--- src/rtl/cache_inval_seq.sv ---
// Tag RAM invalidate sequencer: sweeps every line of a direct-mapped tag RAM,
// clearing valid bits, on a software request or a bypass 1->0 transition.
module cache_inval_seq #(
  parameter int LINE_NUM = 256,
  parameter int TAG_W    = 20,
  localparam int IDX_W   = $clog2(LINE_NUM)
) (
  input  logic             i_hclk,
  input  logic             i_hreset,
  input  logic             i_bypass,
  input  logic             i_cache_dis,
  input  logic             i_inval_req,
  input  logic             i_tag_ack,
  output logic             o_tag_we,
  output logic [IDX_W-1:0] o_tag_idx,
  output logic [TAG_W:0]   o_tag_wdata,
  output logic             o_busy,
  output logic             o_cache_hold,
  output logic             o_done,
  output logic [15:0]      o_inval_cnt
);

  typedef enum logic [1:0] {
    ST_IDLE  = 2'd0,
    ST_SWEEP = 2'd1,
    ST_DONE  = 2'd2
  } state_e;

  localparam logic [IDX_W-1:0] IDX_LAST = IDX_W'(LINE_NUM - 1);

  state_e           state_q, state_d;
  logic [IDX_W-1:0] idx_q, idx_d;
  logic             pend_q, pend_d;
  logic             bypass_q;
  logic [15:0]      cnt_q, cnt_d;
  logic             trig_s;

  assign trig_s = i_inval_req | (bypass_q & ~i_bypass);

  // State registers; bypass_q resets to 1 so a bypass held low through reset still triggers.
  always_ff @(posedge i_hclk) begin
    if (i_hreset) begin
      state_q  <= ST_IDLE;
      idx_q    <= '0;
      pend_q   <= 1'b0;
      bypass_q <= 1'b1;
      cnt_q    <= 16'd0;
    end else begin
      state_q  <= state_d;
      idx_q    <= idx_d;
      pend_q   <= pend_d;
      bypass_q <= i_bypass;
      cnt_q    <= cnt_d;
    end
  end

  // Next-state logic; triggers arriving mid-sweep collapse into a single pending restart.
  always_comb begin
    state_d = state_q;
    idx_d   = idx_q;
    pend_d  = pend_q;
    cnt_d   = cnt_q;
    case (state_q)
      ST_IDLE: begin
        if (trig_s) begin
          state_d = ST_SWEEP;
          idx_d   = '0;
        end else begin
          state_d = ST_IDLE;
        end
      end
      ST_SWEEP: begin
        if (trig_s) begin
          pend_d = 1'b1;
        end else begin
          pend_d = pend_q;
        end
        if (i_tag_ack) begin
          if (idx_q == IDX_LAST) begin
            state_d = ST_DONE;
          end else begin
            idx_d = idx_q + IDX_W'(1);
          end
        end else begin
          idx_d = idx_q;
        end
      end
      ST_DONE: begin
        if (cnt_q != 16'hFFFF) begin
          cnt_d = cnt_q + 16'd1;
        end else begin
          cnt_d = cnt_q;
        end
        pend_d = 1'b0;
        if (pend_q | trig_s) begin
          state_d = ST_SWEEP;
          idx_d   = '0;
        end else begin
          state_d = ST_IDLE;
        end
      end
      default: begin
        state_d = ST_IDLE;
        idx_d   = '0;
        pend_d  = 1'b0;
      end
    endcase
  end

  assign o_tag_we     = (state_q == ST_SWEEP);
  assign o_tag_idx    = idx_q;
  assign o_tag_wdata  = '0;
  assign o_busy       = (state_q != ST_IDLE);
  assign o_done       = (state_q == ST_DONE);
  // Hold follows the live bypass/disable inputs so lookups resume without a cycle of lag.
  assign o_cache_hold = o_busy & ~i_bypass & ~i_cache_dis;
  assign o_inval_cnt  = cnt_q;

endmodule

--- config.mk ---
export PLATFORM = sky130hd
export DESIGN_NAME = cache_inval_seq
export DESIGN_NICKNAME = d
export VERILOG_FILES = /design/src/rtl/cache_inval_seq.sv
export SDC_FILE = /design/constraint.sdc
export NUM_CORES = 1
export LEC_CHECK = 0
export CORE_MARGIN = 2
export CORE_UTILIZATION = 35
export DETAILED_ROUTE_END_ITERATION = 12
export GPL_ROUTABILITY_DRIVEN = 0
export MAX_ROUTING_LAYER = met4
export PLACE_DENSITY = 0.69
export SYNTH_ARGS = -nofsm -noshare
export SYNTH_HDL_FRONTEND = slang
export SYNTH_SLANG_ARGS = --single-unit
export TNS_END_PERCENT = 10
--- constraint.sdc ---
create_clock -name i_hclk -period 2.5 [get_ports i_hclk]
set_input_delay 0.5 -clock i_hclk [delete_from_list [all_inputs] [get_ports i_hclk]]
set_output_delay 0.5 -clock i_hclk [all_outputs]
set_load 0.02 [all_outputs]
== Yosys cells after proc, flatten, opt, wreduce, memory -nomap -nowiden ==
Cells that the tools add are included.
Operators by class
  bitwise gates (word level): 8
  reduce and logical (&&, ||, !) cells: 6
  equal/unequal tests: 10
  mux-type cells: 12
  add/sub/neg operators: 2
Operators with widths (count)
  2-to-1 mux 8 bit: 4
  one-hot mux 8 bit (3 select lines): 1
  adder 16 x 1 -> 16 bit, second input constant: 1
  != test 16 bit, second input constant: 1
  adder 8 x 1 -> 8 bit, second input constant: 1
  equality test 8 bit, second input constant: 1
  != test 2 x 1 -> 1 bit, second input constant: 3
  != test 2 bit, second input constant: 3
  one-hot mux 2 bit (3 select lines): 1
  AND reduction 2 bit: 3
  2-to-1 mux 2 bit: 2
  AND reduction 4 bit: 1
  AND 1 bit: 3
  2-to-1 mux 1 bit: 3
  inverter 1 bit: 3
  equality test 2 x 1 -> 1 bit, second input constant: 1
  equality test 2 bit, second input constant: 1
  zero test 2 bit: 1
  bitwise OR 1 bit: 2
  one-hot mux 1 bit (2 select lines): 1
  nonzero test 2 bit: 1
Storage, ports and cells
  flip-flop bits (word level): 28
  output and inout port bits: 49

== Depth between registers and ports, before layout ==
  word-level depth: 6
  depth in mapped cells: 5
  gate-level depth less buffers: 5

== Least setup slack after synthesis ==
No wires, ideal clock.
  path type: register to register
  from: reg cnt_q[3], in the netlist o_inval_cnt[3]
  to: reg cnt_q[11], in the netlist o_inval_cnt[11]
  clock period less this slack: 1.806 ns
  library setup time: 0.121 ns
  arrival time: 1.685 ns
  setup slack: 0.694 ns
  stages on the path, launching flop included: 6
  path through: dfxtp_1 -> nand2_1 -> or3_1 -> clkbuf_2 -> nor4_1 -> mux2_2
On the way
  cells in the longest elaborated chain, start to end: 2
  elaborated cells between the ends (all ways): 3
Ends and longest elaborated chain
  start: declaration: RTL line 35  | logic [15:0] cnt_q, cnt_d;
  start signal: assignment: RTL line 53  | cnt_q <= cnt_d;
  branches (longest 2 deep; another with adder 16 x 1 -> 16 bit)
Several ways; the timed one is not identified.
A chain may end at the register's enable or synchronous reset.

== Worst setup path after layout ==
  from: in i_bypass
  to: out o_cache_hold
On the way
  cells in the longest elaborated chain, start to end: 3
Ends and longest elaborated chain
  start: declaration: RTL line 10  | input logic i_bypass,
  inverter 1 bit: RTL line 116  | assign o_cache_hold = o_busy & ~i_bypass & ~i_cache_dis;
  AND 1 bit (2 in a row): RTL line 116
  end: declaration: RTL line 18  | output logic o_cache_hold,
Every way passes these cells.

==> run_results.csv <==
group,metric,value,unit
clock_network,worstSkewPairLatency,0.27,ns
synthesis,synthCells,194,
route,dr.pass1.iters,4,
place,dp_hpwl,2.67,mm
synthesis,ys_warn_count,0,
sta,setup_ws,0.178,ns
synthesis,synth_area,0.00162,mm^2
critical_path,worst_setup_path_end_kind,"primary output",
power_and_ir_drop,pwr-share-seq,57.6,%
clock_network,ctsHoldBuffers,0,
sta,fin_crit_sh,92.9,%
route,wl_per_cell,12.7,um
finish,diodes,0,
place,io_buffers,33,
floorplanning,die-area,0.00518,mm^2
route,drt_iter0_drc,55,
floorplanning,die_h,72.0,um
global_routing,antenna_found_initial,0,
finish,area_growth,22.5,%
global_routing,track_usage,14.7,%
sta,drv_slew,0,
sta,setup_viol_count_final,0,
global_routing,grt-ovfl-total,0,
power_and_ir_drop,internal-power,588,uW
clock_network,clock_sink_count,28,
synthesis,synth_edf_count,0,
worst_hold_path,hp-class,"flop to flop",
sta,rsz0062_at_grt,"no",
place,dp_slack,0.161,ns
sta,skew,0.00480,ns
clock_network,cts_setup_buffers,0,
finish,nFillCells,450,
power_and_ir_drop,power.share.combinational,11.6,%
global_routing,grt_max_degree,15,
sta,max_slew_margin,56.7,%
synthesis,synth_ff_type,"dfxtp_1",
clock_network,root_buffer,"clkbuf_8",
route,dr_total_vias,1480,
synthesis,synth.distinct_cells,49,
power_and_ir_drop,power_density,399,mW/mm^2
synthesis,synth_area_leader_cell,"dfxtp_1",
synthesis,ys_ff_latch,28,
finish,instances_no_fill,281,
finish,layout-drive-gt1-share,6.99,%
place,dp_cells,278,
power_and_ir_drop,swShare,25.6,%
route,routed_wirelength,3.56,mm
clock_network,clockBufferDepth,2,
critical_path,crit_fanout,3,
floorplanning,initial_core_util,36.6,%
sta,tightest_slew,0.648,ns
clock_network,htree_levels,1,
synthesis,synthTopCellsByArea,"dfxtp_1 (35%), buf_4 (9.7%), mux2_2 (3.5%), nand2_1 (3.2%), nor2_1 (3.0%)",
floorplanning,dieWidth,72.0,um
floorplanning,pin_count,55,
synthesis,synth_seq_area_share,34.6,%
clock_network,clk_pin_slew,0.09,ns
sta,finalHoldViolations,0,
power_and_ir_drop,p_leak,0.000724,uW
floorplanning,rows,24,
critical_path,startpoint_type,"primary input",
synthesis,syn_avg_cell_area,8.34,um^2
synthesis,synthArstFlopShare,0,%
sta,timing.fmax,0.431,GHz
finish,post-route-util,44.9,%
critical_path,cp.required,2.00,ns
sta,period_needed,2.32,ns
synthesis,yosysTopAreaCellShare,34.6,%
power_and_ir_drop,switching_power,202,uW
power_and_ir_drop,clock_power_share,30.8,%
global_routing,grt_pass1_wl,6.01,mm
job,drv_cap,0,
clock_network,cts_buffers,3,
floorplanning,coreArea,0.00441,mm^2
clock_network,cts_resized,0,
finish,final_nets,239,
synthesis,synthMostInstantiatedCell,"dfxtp_1",
route,ant_nets,0,
status,status,"finished, final reports clean",
clock_network,cts_tree,"done",
sta,finalSetupTns,0,ns
power_and_ir_drop,peakVddDrop,0.000203,V
route,drc,0,
critical_path,arrival,1.82,ns
critical_path,worstSetupPathType,"primary input to primary output",
global_routing,grt_pass1_vias,1301,
route,vias_per_cell,5.27,
synthesis,yosys-top-cells-count,"dfxtp_1 (28), buf_4 (21), nand2_1 (14), nor2_1 (13), inv_1 (9)",
==> cell families (layout without fill, tap and decap cells) <==
logic type	after synthesis	in the layout	share of synthesized area, %
compound gates	45	45	19.2
fa+ha+maj	2	2	1.55
buf+inv	33	48	12.6
flops	28	28	34.6
mux	7	7	4.72
other cells	1	21	0.232
simple gates	78	78	27.1
==> flip-flops by register name (all words and copies together), names as in the netlist <==
name	flops
o_tag_idx	8
state_q	2
bypass_q	1
o_inval_cnt	16
pend_q	1
==> critical path, cell delays in order <==
cell and delay, ns:
clkdlybuf4s50_1 0.43, nor3b_1 0.23, clkdlybuf4s50_1 0.65
==> path summary, 6_finish.rpt <==
path | from | endpoint | slack (ns) | cells past startpoint
worst max-delay path | i_bypass | o_cache_hold | 0.18 | 3
worst min-delay path | pend_q | pend_q | 0.47 | 2
worst max register to register | state_q[1] | o_inval_cnt[11] | 0.58 | 4
worst min register to register | pend_q | pend_q | 0.47 | 2
==> through the flow <==
step           hold slack [ns]  instance area (um^2)  power (uW)
3_3_place_gp             0.446                  1940         556
3_5_place_dp             0.458                  1940         557
4_1_cts                  0.471                  1980         800
5_1_grt                  0.504                  1980         822
6_report                 0.470                  1980         790
2_1_floorplan            0.434                  1690         551
==> power groups by stage <==
stage | clock network [uW] | registers (uW) | logic, uW
final | 243 | 455 | 91.7
after global routing | 265 | 457 | 100
after CTS | 253 | 456 | 91.5
after detailed placement | 0 | 466 | 91.3
after global placement | 0 | 465 | 90.9
after floorplan | 0 | 466 | 84.9
==> layout by cell type, fill, tap and decap left out, types with 3 or more instances in the layout <==
| cell | synthesis | routed |
|---|---|---|
| nand2_1 | 14 | 14 |
| mux2_2 | 5 | 5 |
| nand3_1 | 6 | 6 |
| nand4_1 | 4 | 4 |
| nor2_1 | 13 | 13 |
| clkdlybuf4s50_1 | 0 | 33 |
| or3_1 | 3 | 3 |
| conb_1 | 1 | 21 |
| dfxtp_1 | 28 | 28 |
| inv_1 | 9 | 9 |
| clkbuf_8 | 0 | 3 |
| o311ai_0 | 3 | 3 |
| nor3_1 | 6 | 6 |
| a211oi_1 | 4 | 4 |
| buf_4 | 21 | 3 |
| nor2b_1 | 5 | 5 |
| a21oi_1 | 8 | 8 |
| a31oi_1 | 4 | 4 |
| o21ai_0 | 8 | 8 |
| and3_1 | 3 | 3 |
| o31ai_1 | 4 | 4 |
| nor4_1 | 6 | 6 |
==> area by class of cell <==
type / instances / area (um^2) / area share [%]
clock buffer: 3 / 41.3 / 2.08
inverter: 9 / 33.8 / 1.70
multi-input combinational: 153 / 928 / 46.8
sequential: 28 / 561 / 28.3
tap: 52 / 65.1 / 3.28
timing repair buffer: 36 / 353 / 17.8
==> metal layers <==
layer | track usage (%) | vias to the layer above | routed length [um]
met3 | 2.92 | 6 | 163
met4 | 4.82 | 0 | 56
met2 | 23.3 | 39 | 1650
li1 | - | 752 | -
met5 | - | - | 0
met1 | 19.0 | 683 | 1690
(Power assumes the default switching activity.)
